<file path="src/rtl/spell_mem_arbiter_if.sv">
// Bus bundle for spell_mem_arbiter: two requester ports (A = CPU, B = debug),
// the shared peripheral bus, and the arbitration status outputs.
interface spell_mem_arbiter_if;
  logic       a_select;
  logic       a_write;
  logic [7:0] a_addr;
  logic [7:0] a_data_in;
  logic [7:0] a_data_out;
  logic       a_data_ready;

  logic       b_select;
  logic       b_write;
  logic [7:0] b_addr;
  logic [7:0] b_data_in;
  logic [7:0] b_data_out;
  logic       b_data_ready;

  logic       mem_select;
  logic       mem_write;
  logic [7:0] mem_addr;
  logic [7:0] mem_data_out;
  logic [7:0] mem_data_in;
  logic       mem_data_ready;

  logic [1:0] grant;
  logic       timeout_err;

  // Arbiter side.
  modport slave (
    input  a_select, a_write, a_addr, a_data_in,
    output a_data_out, a_data_ready,
    input  b_select, b_write, b_addr, b_data_in,
    output b_data_out, b_data_ready,
    output mem_select, mem_write, mem_addr, mem_data_out,
    input  mem_data_in, mem_data_ready,
    output grant, timeout_err
  );

  // Environment side: both requesters plus the peripheral.
  modport master (
    output a_select, a_write, a_addr, a_data_in,
    input  a_data_out, a_data_ready,
    output b_select, b_write, b_addr, b_data_in,
    input  b_data_out, b_data_ready,
    input  mem_select, mem_write, mem_addr, mem_data_out,
    output mem_data_in, mem_data_ready,
    input  grant, timeout_err
  );
endinterface

</file>
<file path="src/rtl/spell_mem_arbiter.sv">
// Round-robin arbiter sharing one peripheral bus between requester A (CPU) and
// requester B (debug), with a per-transaction ACCESS timeout.
module spell_mem_arbiter #(
  parameter int unsigned TIMEOUT = 8
) (
  input logic                clock,
  input logic                reset,
  spell_mem_arbiter_if.slave bus
);
  typedef enum logic [1:0] {IDLE, ACCESS, RESPOND, RELEASE} state_e;
  typedef enum logic {OWN_A = 1'b0, OWN_B = 1'b1} owner_e;

  localparam logic [7:0] TIMEOUT_C = 8'(TIMEOUT);

  state_e     state_q, state_d;
  owner_e     owner_q, owner_d;
  owner_e     last_q, last_d;
  logic [7:0] cnt_q, cnt_d, cnt_inc;
  logic [1:0] grant_q, grant_d;
  logic       mem_select_q, mem_select_d;
  logic       mem_write_q, mem_write_d;
  logic [7:0] mem_addr_q, mem_addr_d;
  logic [7:0] mem_data_q, mem_data_d;
  logic [7:0] a_data_q, a_data_d;
  logic [7:0] b_data_q, b_data_d;
  logic       a_ready_q, a_ready_d;
  logic       b_ready_q, b_ready_d;
  logic       err_q, err_d;
  logic       done;
  logic [7:0] rdata;
  logic       owner_sel;

  assign cnt_inc   = (cnt_q == 8'hFF) ? cnt_q : cnt_q + 8'd1;
  assign owner_sel = (owner_q == OWN_A) ? bus.a_select : bus.b_select;

  // NOTE: every signal written here gets a default first, so no path can leave one unassigned and infer a latch.
  always_comb begin
    state_d      = state_q;
    owner_d      = owner_q;
    last_d       = last_q;
    cnt_d        = cnt_q;
    grant_d      = grant_q;
    mem_select_d = mem_select_q;
    mem_write_d  = mem_write_q;
    mem_addr_d   = mem_addr_q;
    mem_data_d   = mem_data_q;
    a_data_d     = a_data_q;
    b_data_d     = b_data_q;
    a_ready_d    = 1'b0;
    b_ready_d    = 1'b0;
    err_d        = 1'b0;
    done         = 1'b0;
    rdata        = 8'h00;

    unique case (state_q)
      IDLE: begin
        if (bus.a_select || bus.b_select) begin
          // A tie goes to whoever was not granted last.
          if (bus.a_select && bus.b_select) owner_d = (last_q == OWN_A) ? OWN_B : OWN_A;
          else                              owner_d = bus.a_select ? OWN_A : OWN_B;
          last_d       = owner_d;
          state_d      = ACCESS;
          cnt_d        = 8'd0;
          mem_select_d = 1'b1;
          grant_d      = (owner_d == OWN_A) ? 2'b01 : 2'b10;
          mem_addr_d   = (owner_d == OWN_A) ? bus.a_addr    : bus.b_addr;
          mem_data_d   = (owner_d == OWN_A) ? bus.a_data_in : bus.b_data_in;
          mem_write_d  = (owner_d == OWN_A) ? bus.a_write   : bus.b_write;
        end
      end

      ACCESS: begin
        cnt_d = cnt_inc;
        // Ready in the first ACCESS cycle may be left over from the previous access.
        if ((cnt_q != 8'd0) && bus.mem_data_ready) begin
          done  = 1'b1;
          rdata = bus.mem_data_in;
        end else if (cnt_inc >= TIMEOUT_C) begin
          done  = 1'b1;
          err_d = 1'b1;
        end
        if (done) begin
          state_d      = RESPOND;
          mem_select_d = 1'b0;
          if (owner_q == OWN_A) begin
            a_ready_d = 1'b1;
            a_data_d  = rdata;
          end else begin
            b_ready_d = 1'b1;
            b_data_d  = rdata;
          end
        end
      end

      RESPOND: state_d = RELEASE;

      RELEASE: begin
        if (!owner_sel) begin
          state_d = IDLE;
          grant_d = 2'b00;
        end
      end
    endcase
  end

  // NOTE: state registers use non-blocking assignments so every flop samples pre-edge values.
  always_ff @(posedge clock or posedge reset) begin
    if (reset) begin
      state_q      <= IDLE;
      owner_q      <= OWN_A;
      last_q       <= OWN_B;
      cnt_q        <= 8'd0;
      grant_q      <= 2'b00;
      mem_select_q <= 1'b0;
      mem_write_q  <= 1'b0;
      mem_addr_q   <= 8'h00;
      mem_data_q   <= 8'h00;
      a_data_q     <= 8'h00;
      b_data_q     <= 8'h00;
      a_ready_q    <= 1'b0;
      b_ready_q    <= 1'b0;
      err_q        <= 1'b0;
    end else begin
      state_q      <= state_d;
      owner_q      <= owner_d;
      last_q       <= last_d;
      cnt_q        <= cnt_d;
      grant_q      <= grant_d;
      mem_select_q <= mem_select_d;
      mem_write_q  <= mem_write_d;
      mem_addr_q   <= mem_addr_d;
      mem_data_q   <= mem_data_d;
      a_data_q     <= a_data_d;
      b_data_q     <= b_data_d;
      a_ready_q    <= a_ready_d;
      b_ready_q    <= b_ready_d;
      err_q        <= err_d;
    end
  end

  assign bus.grant        = grant_q;
  assign bus.mem_select   = mem_select_q;
  assign bus.mem_write    = mem_write_q;
  assign bus.mem_addr     = mem_addr_q;
  assign bus.mem_data_out = mem_data_q;
  assign bus.a_data_out   = a_data_q;
  assign bus.b_data_out   = b_data_q;
  assign bus.a_data_ready = a_ready_q;
  assign bus.b_data_ready = b_ready_q;
  assign bus.timeout_err  = err_q;
endmodule
</file>
<file path="src/flat_wrapper.sv">
// flat-port wrapper written by rule: the top's interface ports become plain ports
module spell_mem_arbiter_flat 
#(
  parameter int unsigned TIMEOUT = 8
)
  (clock, reset, bus_a_select, bus_a_write, bus_a_addr, bus_a_data_in, bus_a_data_out, bus_a_data_ready, bus_b_select, bus_b_write, bus_b_addr, bus_b_data_in, bus_b_data_out, bus_b_data_ready, bus_mem_select, bus_mem_write, bus_mem_addr, bus_mem_data_out, bus_mem_data_in, bus_mem_data_ready, bus_grant, bus_timeout_err);
  spell_mem_arbiter_if bus_i ();
  input logic clock;
  input logic reset;
  input wire logic [$bits(bus_i.a_select)-1:0] bus_a_select;
  input wire logic [$bits(bus_i.a_write)-1:0] bus_a_write;
  input wire logic [$bits(bus_i.a_addr)-1:0] bus_a_addr;
  input wire logic [$bits(bus_i.a_data_in)-1:0] bus_a_data_in;
  output wire logic [$bits(bus_i.a_data_out)-1:0] bus_a_data_out;
  output wire logic [$bits(bus_i.a_data_ready)-1:0] bus_a_data_ready;
  input wire logic [$bits(bus_i.b_select)-1:0] bus_b_select;
  input wire logic [$bits(bus_i.b_write)-1:0] bus_b_write;
  input wire logic [$bits(bus_i.b_addr)-1:0] bus_b_addr;
  input wire logic [$bits(bus_i.b_data_in)-1:0] bus_b_data_in;
  output wire logic [$bits(bus_i.b_data_out)-1:0] bus_b_data_out;
  output wire logic [$bits(bus_i.b_data_ready)-1:0] bus_b_data_ready;
  output wire logic [$bits(bus_i.mem_select)-1:0] bus_mem_select;
  output wire logic [$bits(bus_i.mem_write)-1:0] bus_mem_write;
  output wire logic [$bits(bus_i.mem_addr)-1:0] bus_mem_addr;
  output wire logic [$bits(bus_i.mem_data_out)-1:0] bus_mem_data_out;
  input wire logic [$bits(bus_i.mem_data_in)-1:0] bus_mem_data_in;
  input wire logic [$bits(bus_i.mem_data_ready)-1:0] bus_mem_data_ready;
  output wire logic [$bits(bus_i.grant)-1:0] bus_grant;
  output wire logic [$bits(bus_i.timeout_err)-1:0] bus_timeout_err;
  assign bus_i.a_select = bus_a_select;
  assign bus_i.a_write = bus_a_write;
  assign bus_i.a_addr = bus_a_addr;
  assign bus_i.a_data_in = bus_a_data_in;
  assign bus_a_data_out = bus_i.a_data_out;
  assign bus_a_data_ready = bus_i.a_data_ready;
  assign bus_i.b_select = bus_b_select;
  assign bus_i.b_write = bus_b_write;
  assign bus_i.b_addr = bus_b_addr;
  assign bus_i.b_data_in = bus_b_data_in;
  assign bus_b_data_out = bus_i.b_data_out;
  assign bus_b_data_ready = bus_i.b_data_ready;
  assign bus_mem_select = bus_i.mem_select;
  assign bus_mem_write = bus_i.mem_write;
  assign bus_mem_addr = bus_i.mem_addr;
  assign bus_mem_data_out = bus_i.mem_data_out;
  assign bus_i.mem_data_in = bus_mem_data_in;
  assign bus_i.mem_data_ready = bus_mem_data_ready;
  assign bus_grant = bus_i.grant;
  assign bus_timeout_err = bus_i.timeout_err;
  spell_mem_arbiter #(.TIMEOUT(TIMEOUT)) u_core (.clock(clock), .reset(reset), .bus(bus_i));
endmodule
</file>
<file path="config.mk">
export PLATFORM = sky130hd
export DESIGN_NAME = spell_mem_arbiter_flat
export DESIGN_NICKNAME = d
export VERILOG_FILES = /design/src/rtl/spell_mem_arbiter_if.sv /design/src/rtl/spell_mem_arbiter.sv /design/src/flat_wrapper.sv
export SDC_FILE = /design/constraint.sdc
export NUM_CORES = 1
export LEC_CHECK = 0
export ABC_CLOCK_PERIOD_IN_PS = 5300
export CAP_MARGIN = 20
export CELL_PAD_IN_SITES_DETAIL_PLACEMENT = 1
export CELL_PAD_IN_SITES_GLOBAL_PLACEMENT = 2
export CORE_ASPECT_RATIO = 0.75
export CORE_MARGIN = 5
export CORE_UTILIZATION = 29
export CTS_BUF_LIST = sky130_fd_sc_hd__clkbuf_2 sky130_fd_sc_hd__clkbuf_4 sky130_fd_sc_hd__clkbuf_8
export DETAILED_ROUTE_END_ITERATION = 8
export MAX_ROUTING_LAYER = met4
export PLACE_DENSITY = 0.86
export RECOVER_POWER = 50
export SKIP_CTS_REPAIR_TIMING = 1
export SLEW_MARGIN = 30
export SYNTH_ARGS = -nofsm -noshare
export SYNTH_HDL_FRONTEND = slang
export SYNTH_SLANG_ARGS = --single-unit
export TNS_END_PERCENT = 10
</file>
<file path="constraint.sdc">
create_clock -name clock -period 5.3 [get_ports clock]
set_input_delay 0.795 -clock clock [delete_from_list [all_inputs] [get_ports clock]]
set_output_delay 0.795 -clock clock [all_outputs]
set_load 0.02 [all_outputs]
</file>
# After elaboration in Yosys (flattened, before gate mapping)
# Cells that the tools add are included.
word_totals:
  romBits: 0
  memories: 0
  word_cells: 72
  latch_bits: 0
  regBits: 51
  mem_bits_rw: 0
  input_bits: 47
op_classes:
  n_shift: 0
  n_div: 0
  mul: 0
  muxes: 34
  n_bitwise: 1
  addsub: 1
  n_eq_ne: 7
  magnitude_cmp: 1
  n_reduce_logical: 14
ops:
  columns: ["operator", "count"]
  rows:
  - ["8-bit 2-to-1 mux", 5]
  - ["1-bit 2-to-1 mux", 20]
  - ["8-bit case mux with 2 select lines", 1]
  - ["3-bit AND reduction", 5]
  - ["2-bit 2-to-1 mux", 5]
  - ["8-bit by 1-bit adder with 8-bit output (second input constant)", 1]
  - ["8-bit equality test (second input constant)", 1]
  - ["8-bit by 4-bit greater-or-equal comparator with 1-bit output (second input constant)", 1]
  - ["2-bit case mux with 4 select lines", 1]
  - ["8-bit nonzero test", 1]
  - ["2-bit equality test (second input constant)", 2]
  - ["2-bit by 1-bit inequality test with 1-bit output (second input constant)", 2]
  - ["2-bit case mux with 2 select lines", 1]
  - ["2-bit AND reduction", 2]
  - ["2-bit nonzero test", 2]
  - ["2-bit by 1-bit equality test with 1-bit output (second input constant)", 1]
  - ["1-bit logical AND", 2]
  - ["2-bit zero test", 1]
  - ["2-bit inequality test (second input constant)", 1]
  - ["1-bit case mux with 2 select lines", 1]
  - ["1-bit logical OR", 1]
  - ["1-bit inverter", 1]

# Logic depth before layout (Yosys ltp)
# Gate-level depths: netlist of run 1.
depth:
  ltp_word: 8
  ltp_mapped: 8

# Worst setup path after synthesis of run 1
# OpenSTA, ideal clock, no wires.
synth_path:
  path_kind: "input-to-reg"
  startpoint: "input bus_a_select"
  endpoint: "register u_core.state_q[1]"
  cell_stages: 5
  arrival_time_ns: 1.990
  path_slack_ns: 3.185
  required_ns: 5.175
  path_cell_list: "clkbuf_1 or3b_1 o21ai_0 o21ba_2 mux2_4"
synth_via:
  elab_chain_len: 3
  word_cells_on_any_way: 5
  classes_between: "2 x eq/ne; 1 x mux; 2 x reduce/logical"
synth_rtl:
  columns: ["element", "line", "source"]
  rows:
  - ["start, declared", "flat_wrapper.sv:10", "input wire logic [$bits(bus_i.a_select)-1:0] bus_a_select;"]
  - ["1-bit 2-to-1 mux / 1-bit logical OR (equally long branches)", "spell_mem_arbiter.sv:34, spell_mem_arbiter.sv:57", null]
  - ["2-bit inequality test (no source line) / 2-bit by 1-bit inequality test with 1-bit output (equally long branches)", null, null]
  - ["3-bit AND reduction (no source line) *", null, null]
  - ["end signal, assigned", "spell_mem_arbiter.sv:124", "state_q <= state_d;"]
  - ["end, declared", "spell_mem_arbiter.sv:15", "state_e state_q, state_d;"]
# Mark *: on every way between the ends. The rest lies on a longest branch, timed or not.
# A chain may end at the register's enable or synchronous reset.

# Worst setup path in the final report of run 1
layout_path:
  startpoint: "input bus_a_select"
  endpoint: "register u_core.mem_data_q[0], in the netlist u_core.bus.mem_data_out[0]"
layout_via:
  elab_chain_len: 5
  word_cells_on_any_way: 8
  classes_between: "5 x mux; 3 x reduce/logical"
layout_rtl:
  columns: ["element", "line", "source"]
  rows:
  - ["1-bit 2-to-1 mux / 1-bit logical AND (equally long branches)", "spell_mem_arbiter.sv:60, spell_mem_arbiter.sv:59", null]
  - ["1-bit 2-to-1 mux", "spell_mem_arbiter.sv:59", "if (bus.a_select && bus.b_select) owner_d = (last_q == OWN_A) ? OWN_B : OWN_A;"]
  - ["1-bit 2-to-1 mux", "spell_mem_arbiter.sv:57", "if (bus.a_select || bus.b_select) begin"]
  - ["1-bit 2-to-1 mux", "spell_mem_arbiter.sv:55", "unique case (state_q)"]
  - ["8-bit 2-to-1 mux", "spell_mem_arbiter.sv:67", "mem_data_d = (owner_d == OWN_A) ? bus.a_data_in : bus.b_data_in;"]
  - ["end signal, assigned", "spell_mem_arbiter.sv:132", "mem_data_q <= mem_data_d;"]
  - ["end, declared", "spell_mem_arbiter.sv:23", "logic [7:0] mem_data_q, mem_data_d;"]
# Parallel ways exist; a longest one is shown, timed or not. The select of a mux whose other input is x is not followed.

==> summary.txt, run 1 <==
Clocking
  • Max Buffers Root-to-Sink: 2
  • TritonCTS clock tree: done
  • Clk_lat worst skew: 300 ps
  • Clk root buf: clkbuf_8
  • H-tree depth: 2
  • Clk pin slew, worst setup/hold paths: 90 ps
  • Clock Sinks: 51
  • TritonCTS Buffers: 5

Critical path
  • Type of origin of the critical path: input pin
  • Largest stage delay, worst path: 990 ps
  • Worst path top cell family by delay: buffers and inverters
  • Critical R2R Launch: u_core.state_q[0]
  • CP max-delay cell: clkbuf_1
  • CP Data Arrival Time: 2910 ps
  • CP endpoint kind: register
  • Crit path buffers/inverters: 2
  • Internal reg-to-reg setup slack: 2910 ps
  • Worst R2R Path Depth: 5
  • Maximum net fanout on the critical path: 35
  • RR Endpoint: u_core.bus.mem_data_out[0]
  • Req. time, crit path: 5420 ps
  • WS Path Type: input pin to register
  • Critical path, cell by cell: dlygate4sd3_1, o21ai_2, clkbuf_1, o21ai_0

Floorplan
  • Die X: 115 um
  • Core outline area: 0.00799 sq mm
  • Die area: 0.0102 sq mm
  • Starting Density: 30.0%
  • Rows: 28
  • Die height: 88.8 um
  • I/O Pins: 86

Placement
  • DP HPWL: 5.20 mm
  • Dpl cells: 406
  • GP Congestion: 0.865
  • Pre-CTS setup slack: 2610 ps
  • Number of I/O port buffers: 85

Pwr
  • Lkg Pwr: 1.60 nW
  • Int Pwr: 1.15 mW
  • Max VDD drop: 183 uV
  • Combinational fraction of design power: 50.1%
  • Power Density: 546 mW/mm^2
  • Clk pwr share: 15.1%
  • Seq pwr share: 34.8%
  • NetSw: 0.754 mW
  • PnR Total Power: 1.90 mW
  • Switching share of power: 39.7%

Routing
  • DRT iter0 DRCs: 92
  • Antenna viol nets, final: 0
  • Pre-antenna DRT Iters: 4
  • Drc violations: 0
  • Via-to-Cell Ratio: 4.91
  • Final wirelength: 7.00 mm
  • DR vias: 2033
  • Drt wl/cell: 16.9 um

Run status
  • Outcome: finished, violations left
  • Violated checks: capacitance limit, slew limit

Global routing
  • Largest net degree at the start of global routing: 52
  • Initial antenna violation count: 0
  • Global-route wire length before repair: 11.4 mm
  • GRT overflow: 0
  • Vias in the first global route: 2215
  • Tot GR Track Use: 14.4%

Yosys
  • Synth unique cells: 37
  • Synth area leaders: dfrtp_1, mux2i_1, a22o_1
  • Post-synthesis sequential area ratio: 53.3%
  • Ys flop type: dfrtp_1
  • Most frequently used cell type in the post-synthesis netlist: dfrtp_1
  • Post-synth top area cell: dfrtp_1
  • Yosys warns: 0
  • Syn_nets: 276
  • Share of the synthesized area in the top cell type: 52.2%
  • Syn Inst Count: 223
  • Syn Area/Cell: 10.8 sq um
  • Post-synth EDFFs: 0
  • List of most frequent post-synthesis cells: dfrtp_1, nand2_1, o21ai_0
  • Number of synthesized register bits: 51
  • Synth Cell Area: 0.00240 sq mm
  • Async S/R FF share, synth: 100%

Finish
  • Final Core Density: 43.6%
  • Share of layout cells above drive strength 1: 6.15%
  • Post-Layout Cell Count: 414
  • Area delta synth->final: 45.2%
  • # nets final: 361
  • # fillers: 900
  • Antenna Cells: 0

STA
  • Total negative slack: 0 ps
  • Max Clk Rate: 358 MHz
  • Fin crit share: 52.6%
  • Setup Skew: 6.55 ps
  • Setup-failing EPs final: 0
  • Final Critical Period: 2790 ps
  • Final hold violation count: 0
  • Actual slew at the worst max-slew pin: 2270 ps
  • Min setup slack post-route: 2510 ps
  • Worst slew margin: -52.0%
  • Final Max Tran Viols: 52
  • RSZ-0062 raised after global routing: false

Min path
  • Worst hold path depth: 2
  • HP Class: register to register
  • Worst Hold End: u_core.bus.mem_addr[7]
  • HP Start: u_core.bus.mem_addr[7]

Job
  • Max-Cap Viols: 1
[through the flow]
step	hold slack (ps)	area, sq um
2_1_floorplan	502	2400
3_3_place_gp	462	3350
3_5_place_dp	473	3360
4_1_cts	495	3480
5_1_grt	533	3480
6_report	486	3480
[registers in the layout, summed over array words and instances (netlist names), 2 cells and up]
name / cells
u_core.bus.a_data_out: 8
u_core.bus.b_data_out: 8
u_core.bus.mem_addr: 8
u_core.bus.mem_data_out: 8
u_core.cnt_q: 8
u_core.bus.grant: 2
u_core.state_q: 2
[cell type report]
cell class	count	area (sq um)	share of cell area [%]
flip-flops and latches	51	1280	36.7
multi-input cells	153	1060	30.3
repair buffers	86	855	24.5
well taps	105	131	3.77
clock buffers	6	82.6	2.37
inverters	11	42.5	1.22
clock inverters	2	38.8	1.11
[kinds of logic (layout without fill, tap and decap cells)]
logic type	count (synthesis)	after routing	share of synthesized area, %
muxes	22	22	9.39
and+or+nand+nor	55	55	11.4
xor gates and xnor gates	1	1	0.365
AOI/OAI and AO/OA	69	69	19.1
buffers and inverters	19	105	3.39
DFF	51	51	53.3
adders and majority gates	6	6	3.13
[worst reg2reg max path, delay by kind of cell (launching register included)]
family                   cells  cell delay (ps)
buffers and inverters        2             1080
flip-flops                   1              390
adder cells (fa/ha/maj)      1              340
AO/OA/AOI/OAI                2              410
[per-layer routing]
layer / part of all wire, % / GRT usage (%) / routed length, um / vias to the layer above
li1: - / - / - / 969
met1: 49 / 19.7 / 3460 / 1004
met2: 45 / 22.3 / 3120 / 56
met3: 5.0 / 2.80 / 352 / 4
met4: 0.93 / 3.30 / 65 / 0
met5: 0 / - / 0 / -
[worst max-delay path by stage]
stage | from | to | cells past startpoint
3_3_place_gp | bus_b_select | u_core.bus.mem_addr[5] | 5
5_1_grt | bus_a_select | u_core.bus.mem_addr[3] | 4
6_report | bus_a_select | u_core.bus.mem_data_out[0] | 4
3_5_place_dp | bus_a_select | u_core.state_q[1] | 5
2_1_floorplan | bus_a_select | u_core.state_q[1] | 5
4_1_cts | bus_a_select | u_core.state_q[1] | 5
[cell usage in the layout, fill, tap and decap left out, drive strengths merged, types with 2 or more instances in the layout]
master | synthesis | routed
a22o | 16 | 16
a21o | 3 | 3
nor3 | 3 | 3
nand2b | 2 | 2
dfrtp | 50 | 50
mux2i | 21 | 21
nand2 | 27 | 27
nor4b | 2 | 2
ha | 6 | 6
inv | 11 | 11
nand3 | 5 | 5
dlygate4sd3 | 0 | 15
nor2 | 10 | 10
and3 | 2 | 2
clkbuf | 5 | 7
a21oi | 8 | 8
a31oi | 8 | 8
o21ai | 26 | 26
clkdlybuf4s50 | 0 | 70
[power groups by stage]
| stage | Sequential, mW | Clock, mW | Combinational (mW) |
|---|---|---|---|
| after floorplan | 0.808 | 0 | 0.396 |
| after global placement | 0.666 | 0 | 0.947 |
| after detailed placement | 0.669 | 0 | 0.980 |
| after CTS | 0.665 | 0.300 | 0.985 |
| after global routing | 0.686 | 0.313 | 1.04 |
| final | 0.662 | 0.287 | 0.953 |
(Power assumes the default switching activity.)
==> inputs of run 2 (changes only) <==
--- a/config.mk
+++ b/config.mk
@@ -5,17 +5,17 @@
 export SDC_FILE = /design/constraint.sdc
 export NUM_CORES = 1
 export LEC_CHECK = 0
-export ABC_CLOCK_PERIOD_IN_PS = 5300
+export ABC_CLOCK_PERIOD_IN_PS = 2800
 export CAP_MARGIN = 20
 export CELL_PAD_IN_SITES_DETAIL_PLACEMENT = 1
 export CELL_PAD_IN_SITES_GLOBAL_PLACEMENT = 2
 export CORE_ASPECT_RATIO = 0.75
 export CORE_MARGIN = 5
-export CORE_UTILIZATION = 29
+export CORE_UTILIZATION = 28
 export CTS_BUF_LIST = sky130_fd_sc_hd__clkbuf_2 sky130_fd_sc_hd__clkbuf_4 sky130_fd_sc_hd__clkbuf_8
 export DETAILED_ROUTE_END_ITERATION = 8
 export MAX_ROUTING_LAYER = met4
-export PLACE_DENSITY = 0.86
+export PLACE_DENSITY = 0.84
 export RECOVER_POWER = 50
 export SKIP_CTS_REPAIR_TIMING = 1
 export SLEW_MARGIN = 30
==> constraint.sdc (replaced) <==
create_clock -name clock -period 2.8 [get_ports clock]
set_input_delay 0.42 -clock clock [delete_from_list [all_inputs] [get_ports clock]]
set_output_delay 0.42 -clock clock [all_outputs]
set_load 0.02 [all_outputs]
==> run 2 against run 1 <==
Net effect: the flow now finishes without violations; first-iteration DRC count up 28%; utilization decreased by 2.1 points; total power grew 87%; die area up 3.2%; largest cell class unchanged; routed wire length increased by 2.2%; register-to-register slack got worse by 2300 ps; highest routed layer unchanged; final area rose by 0.43%.
==> summary.txt, run 2 (synthesis gave the netlist of run 1 again) <==
Finish
  • Most common cell after layout, fill and taps aside: clkdlybuf4s50_1
  • Share of layout cells above drive strength 1: 6.39%
  • # nets final: 365
  • Commonest cells after routing, fill and taps aside: clkdlybuf4s50_1, dfrtp_1, nand2_1
  • Antenna Cells: 0
  • Post-route cell area: 0.00350 sq mm
  • Area delta synth->final: 45.9%

Critical path
  • Maximum net fanout on the critical path: 10
  • Type of origin of the critical path: register
  • WS Path Type: register to register
  • CP endpoint kind: register
  • Req. time, crit path: 3010 ps
  • CP Data Arrival Time: 2400 ps

Routing
  • Pre-antenna DRT Iters: 4
  • DR vias: 2050
  • Antenna viol nets, final: 0
  • Via-to-Cell Ratio: 4.87
  • Drt wl/cell: 17.0 um
  • Final wirelength: 7.15 mm
  • Drc violations: 0
  • DRT iter0 DRCs: 118

Job
  • Max-Cap Viols: 0

Clocking
  • Clk root buf: clkbuf_8
  • Clk_lat worst skew: 320 ps
  • H-tree depth: 2
  • Max Buffers Root-to-Sink: 2
  • Clk pin slew, worst setup/hold paths: 100 ps
  • Clock Sinks: 51
  • TritonCTS clock tree: done
  • TritonCTS Buffers: 5

Min path
  • HP Class: register to register

Floorplan
  • Die height: 90.2 um
  • Core outline area: 0.00842 sq mm
  • Die area: 0.0105 sq mm
  • I/O Pins: 86
  • Rows: 29
  • Starting Density: 28.5%
  • Die X: 117 um

STA
  • Setup-failing EPs final: 0
  • RSZ-0062 raised after global routing: false
  • Max Clk Rate: 456 MHz
  • Final hold violation count: 0
  • Actual slew at the worst max-slew pin: 1030 ps
  • Setup Skew: 6.33 ps
  • Total negative slack: 0 ps
  • Fin crit share: 78.3%
  • Final Critical Period: 2190 ps
  • Final Max Tran Viols: 0
  • Min setup slack post-route: 609 ps
  • Worst hold slack: 492 ps
  • Worst slew margin: 31.2%

Placement
  • DP HPWL: 5.71 mm
  • Number of I/O port buffers: 85
  • GP Congestion: 0.808
  • Placed Area: 0.00340 sq mm
  • Pre-CTS setup slack: 497 ps

Pwr
  • Max VDD drop: 417 uV
  • PnR Total Power: 3.55 mW
  • Power Density: 1010 mW/mm^2
  • Lkg Pwr: 1.61 nW

Global routing
  • Tot GR Track Use: 14.5%
  • GRT overflow: 0
  • Global-route wire length before repair: 11.7 mm
  • Vias in the first global route: 2194
  • Largest net degree at the start of global routing: 36
  • Initial antenna violation count: 0

Run status
  • Outcome: complete, no violations
[run 2: changes by cell type in the layout (fill, tap and decap cells not counted), sizes merged]
cell | previous run | this run
buf | 0 | 4
clkinv | 0 | 2
bufinv | 1 | 0
clkbuf | 7 | 6
clkdlybuf4s50 | 70 | 71
clkinvlp | 1 | 0
dlygate4sd3 | 15 | 14
inv | 11 | 12
[run 2: through the flow]
step           instances  utilization (%)
5_1_grt              421             41.6
3_3_place_gp         413             40.4
6_report             421             41.6
2_1_floorplan        223                -
3_5_place_dp         413             40.4
4_1_cts              421             41.5
[run 2: power breakdown]
| part | internal (mW) | leakage [nW] | switching [mW] |
|---|---|---|---|
| registers | 1.04 | 0.645 | 0.209 |
| logic | 0.846 | 0.919 | 0.983 |
| clock network | 0.186 | 0.0502 | 0.281 |
[run 2: routing by layer]
layer,vias up,GRT usage (%),wire length [um]
met3,7,2.42,284
met1,1012,19.7,3380
met2,49,22.3,3400
met4,0,4.11,89
li1,982,-,-
met5,-,-,0
[run 2: final timing paths]
kind	from	endpoint	slack (ps)	depth (start not counted)
hold reg to reg	u_core.bus.mem_data_out[0]	u_core.bus.mem_data_out[0]	490	2
max in group asynchronous	reset	u_core.bus.a_data_out[6]	1290	3
hold / removal	u_core.bus.mem_data_out[0]	u_core.bus.mem_data_out[0]	490	2
setup reg to reg	u_core.state_q[0]	u_core.state_q[1]	610	6
setup / recovery	u_core.state_q[0]	u_core.state_q[1]	610	6
min in group asynchronous	reset	u_core.bus.mem_data_out[4]	660	3
[run 2: area by class of cell]
class / count / area, sq um
fillers: 972 / 4920
well taps: 108 / 135
clock inverters: 3 / 28.8
multi-input cells: 153 / 1050
flip-flops and latches: 51 / 1280
repair buffers: 90 / 897
clock buffers: 5 / 68.8
inverters: 11 / 41.3
[run 2: critical path: stages (launching register included)]
cell and delay [ps]:
dfrtp_1 420, inv_1 110, ha_1 350, or3b_1 420
o21ai_0 230, o21ba_2 260, mux2_4 290
==> inputs of run 3 (changes only) <==
--- a/config.mk
+++ b/config.mk
@@ -5,7 +5,7 @@
 export SDC_FILE = /design/constraint.sdc
 export NUM_CORES = 1
 export LEC_CHECK = 0
-export ABC_CLOCK_PERIOD_IN_PS = 2800
+export ABC_CLOCK_PERIOD_IN_PS = 2200
 export CAP_MARGIN = 20
 export CELL_PAD_IN_SITES_DETAIL_PLACEMENT = 1
 export CELL_PAD_IN_SITES_GLOBAL_PLACEMENT = 2
==> constraint.sdc (replaced) <==
create_clock -name clock -period 2.2 [get_ports clock]
set_input_delay 0.33 -clock clock [delete_from_list [all_inputs] [get_ports clock]]
set_output_delay 0.33 -clock clock [all_outputs]
set_load 0.02 [all_outputs]
==> run 3 against run 2 <==
Net effect: non-clock buffer count increased by 8; global-route usage decreased by 0.52 points; sequential power increased by 26%; cell count increased by 1.9%; first-iteration DRC count decreased by 58%; flip-flop and latch count unchanged; via count increased by 0.93%; register-to-register slack got worse by 530 ps; critical path depth unchanged; die area unchanged; worst hold slack got worse by 1.3 ps; largest cell class unchanged.
==> summary.txt, run 3 (synthesis gave the netlist of run 1 again) <==
Global routing
  • Largest net degree at the start of global routing: 35
  • Global-route wire length before repair: 11.5 mm
  • Initial antenna violation count: 0
  • Tot GR Track Use: 14.0%
  • Vias in the first global route: 2144
  • GRT overflow: 0

Routing
  • Drc violations: 0
  • DRT iter0 DRCs: 49
  • DR vias: 2069
  • Final wirelength: 7.16 mm
  • Drt wl/cell: 16.7 um
  • Pre-antenna DRT Iters: 4
  • Antenna viol nets, final: 0
  • Via-to-Cell Ratio: 4.82

Critical path
  • Maximum net fanout on the critical path: 5
  • Type of origin of the critical path: register
  • CP max-delay cell: dfrtp_1
  • Critical path, cell by cell: ha_2, and2_2, nor4b_4, o2111ai_2, o21ba_4, mux2_4
  • Crit path buffers/inverters: 0
  • CP endpoint kind: register
  • Req. time, crit path: 2400 ps
  • CP Data Arrival Time: 2310 ps
  • Worst path top cell family by delay: simple AND/OR/NAND/NOR gates
  • WS Path Type: register to register
  • Largest stage delay, worst path: 450 ps

Floorplan
  • Die X: 117 um
  • Die height: 90.2 um
  • Core outline area: 0.00842 sq mm
  • Starting Density: 28.5%
  • Rows: 29
  • I/O Pins: 86
  • Die area: 0.0105 sq mm

Finish
  • Antenna Cells: 0
  • Most common cell after layout, fill and taps aside: clkdlybuf4s50_1
  • Area delta synth->final: 48.0%
  • Share of layout cells above drive strength 1: 8.72%
  • Commonest cells after routing, fill and taps aside: clkdlybuf4s50_1, dfrtp_1, nand2_1
  • # nets final: 373

STA
  • Final Max Tran Viols: 0
  • Setup-failing EPs final: 0
  • Fin crit share: 96.2%
  • Worst slew margin: 50.5%
  • Worst hold slack: 490 ps
  • Actual slew at the worst max-slew pin: 742 ps
  • Final hold violation count: 0
  • Max Clk Rate: 472 MHz
  • Setup Skew: 8.79 ps
  • Final Critical Period: 2120 ps

Clocking
  • Clk pin slew, worst setup/hold paths: 100 ps
  • TritonCTS clock tree: done
  • TritonCTS Buffers: 5
  • Clock Sinks: 51
  • Clk root buf: clkbuf_8
  • Clk_lat worst skew: 310 ps
  • Max Buffers Root-to-Sink: 2
  • H-tree depth: 2

Job
  • Max-Cap Viols: 0

Pwr
  • Power Density: 1280 mW/mm^2
  • Max VDD drop: 590 uV
  • PnR Total Power: 4.55 mW
  • Lkg Pwr: 1.64 nW

Min path
  • HP Class: register to register

Placement
  • Number of I/O port buffers: 85
  • GP Congestion: 0.819
  • DP HPWL: 5.75 mm

Run status
  • Outcome: complete, no violations
run 3: area by class of cell:
type,instances,area [sq um]
multi-input cells,153,1060
flip-flops and latches,51,1280
clock buffers,5,68.8
repair buffers,98,933
inverters,11,41.3
fillers,967,4870
clock inverters,3,28.8
well taps,108,135
run 3: layer usage:
metal | GRT usage [%] | up-vias | share of wire, %
li1 | - | 995 | -
met1 | 19.4 | 1020 | 46
met4 | 2.58 | 0 | 0.59
met3 | 2.68 | 2 | 4.5
met5 | - | - | 0
met2 | 21.5 | 52 | 49
run 3: stage by stage:
stage	util, %	setup slack (ps)	area, sq um	instances	setup TNS, ps
3_3_place_gp	40.9	44.6	3450	421	0
5_1_grt	42.2	-15.1	3550	429	-41.0
2_1_floorplan	-	201	2400	223	0
3_5_place_dp	40.9	21.8	3450	421	0
4_1_cts	42.1	-27.4	3540	429	-149
6_report	42.2	82.9	3550	429	0
run 3: power breakdown:
| group | internal, mW | switching (mW) | total (mW) |
|---|---|---|---|
| sequential | 1.33 | 0.254 | 1.58 |
| clock | 0.236 | 0.342 | 0.579 |
| combinational | 1.11 | 1.27 | 2.39 |
run 3: final timing paths:
path | startpoint | cells after the start | slack, ps | endpoint
worst max-delay path | u_core.cnt_q[0] | 6 | 80 | u_core.state_q[1]
worst min-delay path | u_core.bus.mem_addr[5] | 2 | 490 | u_core.bus.mem_addr[5]
worst max register to register | u_core.cnt_q[0] | 6 | 80 | u_core.state_q[1]
worst min register to register | u_core.bus.mem_addr[5] | 2 | 490 | u_core.bus.mem_addr[5]
max in group asynchronous | reset | 3 | 570 | u_core.bus.b_data_out[0]
min in group asynchronous | reset | 2 | 580 | u_core.bus.mem_data_out[4]
run 3: worst register-to-register path, delay by kind of cell, from the launching register on:
family          cells  cell delay, ps
simple gates        2             550
mux                 1             290
flops               1             450
fa+ha+maj           1             240
compound gates      2             490
==> variant, RTL diff (settings of run 2) <==
`TIMEOUT` is set to 8 in 2 places; all go to 6.
--- a/src/rtl/spell_mem_arbiter.sv
+++ b/src/rtl/spell_mem_arbiter.sv
@@ -1,7 +1,7 @@
 // Round-robin arbiter sharing one peripheral bus between requester A (CPU) and
 // requester B (debug), with a per-transaction ACCESS timeout.
 module spell_mem_arbiter #(
-  parameter int unsigned TIMEOUT = 8
+  parameter int unsigned TIMEOUT = 6
 ) (
   input logic                clock,
   input logic                reset,
--- a/src/flat_wrapper.sv
+++ b/src/flat_wrapper.sv
@@ -1,7 +1,7 @@
 // flat-port wrapper written by rule: the top's interface ports become plain ports
 module spell_mem_arbiter_flat 
 #(
-  parameter int unsigned TIMEOUT = 8
+  parameter int unsigned TIMEOUT = 6
 )
   (clock, reset, bus_a_select, bus_a_write, bus_a_addr, bus_a_data_in, bus_a_data_out, bus_a_data_ready, bus_b_select, bus_b_write, bus_b_addr, bus_b_data_in, bus_b_data_out, bus_b_data_ready, bus_mem_select, bus_mem_write, bus_mem_addr, bus_mem_data_out, bus_mem_data_in, bus_mem_data_ready, bus_grant, bus_timeout_err);
   spell_mem_arbiter_if bus_i ();
Function: changed (a bounded check fails within 10 cycles, from zero or initial values and one cycle with reset high).
==> variant against run 2 <==
- final area up 1.9%
- sequential power about the same
- final cell count increased by 2.6%
- routed wire length fell by 0.11%
- synthesized area increased by 3.6%
- non-clock buffer count did not move
- count of clock-buffer cells in the layout is the same
- worst hold slack worse by 0.012 ns
- maximum frequency decreased by 10%
- sequential cell count stayed put
- total power up 0.72%
- setup slack lost 0.25 ns
- critical endpoint unchanged
- largest power group unchanged
- highest routed layer unchanged
==> variant: results (changes against run 2) <==
| Metric | Value |
|---|---|
| Synthesized-area fraction occupied by adder cells | 3.424% (was 3.130%) |
| Distinct cells, synth | 45 (was 37) |
| DP HPWL | 5504 um (was 5705 um) |
| Static power due to leakage | 0.001646 uW (was 0.001614 uW) |
| Maximum vdd ir drop | 0.3297 mV (was 0.4167 mV) |
| DRT antenna net count | 0 (unchanged) |
| Routed vias | 2,123 (was 2,050) |
| Total routed wirelength | 7144 um (was 7152 um) |
| Multiplexer fraction of the synthesized cell area | 8.308% (was 9.390%) |
| Sequential element share of the synthesized area | 51.41% (was 53.26%) |
| Length of routed met3 wiring | 652 um (was 284 um) |
| Hold path start | u_core.bus.mem_addr[3] (was u_core.bus.mem_data_out[0]) |
| Length in cells of the worst reg-to-reg path | 7 (was 6) |
| Met3 GRT Util | 5.776% (was 2.416%) |
| Global Route met1 Usage | 18.77% (was 19.71%) |
| Slowest cell delay on critical path | 0.41 ns |
| Number of nets in the layout | 375 (was 365) |
| Complex-gate fraction of the synthesized area | 20.85% (was 19.09%) |
| Commonest cells post-synth | 50 x dfrtp_1, 27 x nand2_1, 24 x o21ai_0 (was 50 x dfrtp_1, 27 x nand2_1, 25 x o21ai_0) |
| DP Area | 3488 um^2 (was 3398 um^2) |
| Initial DRC Count | 94 (was 118) |
| Final weighted congestion of routability-driven global placement | 0.8062 (was 0.8079) |
| Worst slack at placement | 0.3671 ns (was 0.4973 ns) |
| Number of nets in the synthesized netlist | 288 (was 276) |
| Setup skew after layout | 0.004431 ns (was 0.006331 ns) |
| Largest fanout on the critical path | 5 (was 10) |
| DRT met1 WL | 3486 um (was 3379 um) |
| Least setup slack across all paths after layout | 0.3634 ns (was 0.6086 ns) |
| Origin of the critical flop-to-flop path | u_core.cnt_q[0] (was u_core.state_q[0]) |
| Hold_ws | 0.4795 ns (was 0.4917 ns) |
| Data arrival time of the critical path | 2.64 ns (was 2.40 ns) |
| Cells taking the most area after synthesis | dfrtp_1 50%, mux2i_1 7.3%, a22o_1 5.6% (was dfrtp_1 52%, mux2i_1 8.8%, a22o_1 5.8%) |
| Worst Hold Path EP | u_core.bus.mem_addr[3] (was u_core.bus.mem_data_out[0]) |
| Initial antenna violation count | 1 (was 0) |
| Total instance count after detailed placement | 423 (was 413) |
| Crit path from | u_core.cnt_q[0] (was u_core.state_q[0]) |
| Outcome | complete, no violations (unchanged) |
| Root cell of the clock tree | clkbuf_8 (unchanged) |
| Parity-gate share of the synthesized area counting xor and xnor cells | 0.7049% (was 0.3652%) |
| Pin count of the biggest net entering global routing | 29 (was 36) |
| Fillers | 979 (was 972) |
| Wire length of the first global-routing pass | 12,080 um (was 11,690 um) |
| Global Route met2 Usage | 19.76% (was 22.35%) |
| Avg Cell Area, Syn | 10.57 um^2 (was 10.76 um^2) |
| Total length of routed met2 wires | 2952 um (was 3399 um) |
| Fraction of final layout cells sized beyond drive strength 1 | 7.121% (was 6.390%) |
| Actual slew at the worst max-slew pin | 0.9345 ns (was 1.031 ns) |
| Via density per instance | 4.914 (was 4.869) |
| Total Routing Usage GR | 13.99% (was 14.52%) |
variant: cell count changes in the layout (fill, tap and decap cells not counted), sizes merged, moves of 3 or more:
cell	before	now
o21a	0	3
o22ai	0	4
a31oi	8	3
inv	12	15
a21o	3	0
mux2i	21	18
variant: final cells by class:
cell class	instances	area, um^2	area share [%]
clock inverter	3	23.77	0.6669
clock buffer	5	68.82	1.931
antenna	1	2.502	0.07020
timing repair buffer	90	898.4	25.20
sequential	51	1277	35.84
inverter	14	52.55	1.474
multi-input combinational	160	1106	31.03
tap	108	135.1	3.791
variant: where the power goes:
group	switching, uW	leakage, uW	internal, uW
clock network	262	0.0000408	179
registers	205	0.000651	1050
logic	1000	0.000955	879
total	1470	0.00165	2100
variant: worst min-delay path, stage by stage (launching register included):
cell,delay [ns]
dfrtp_1,0.35
nand2_1,0.04
o21ai_0,0.05
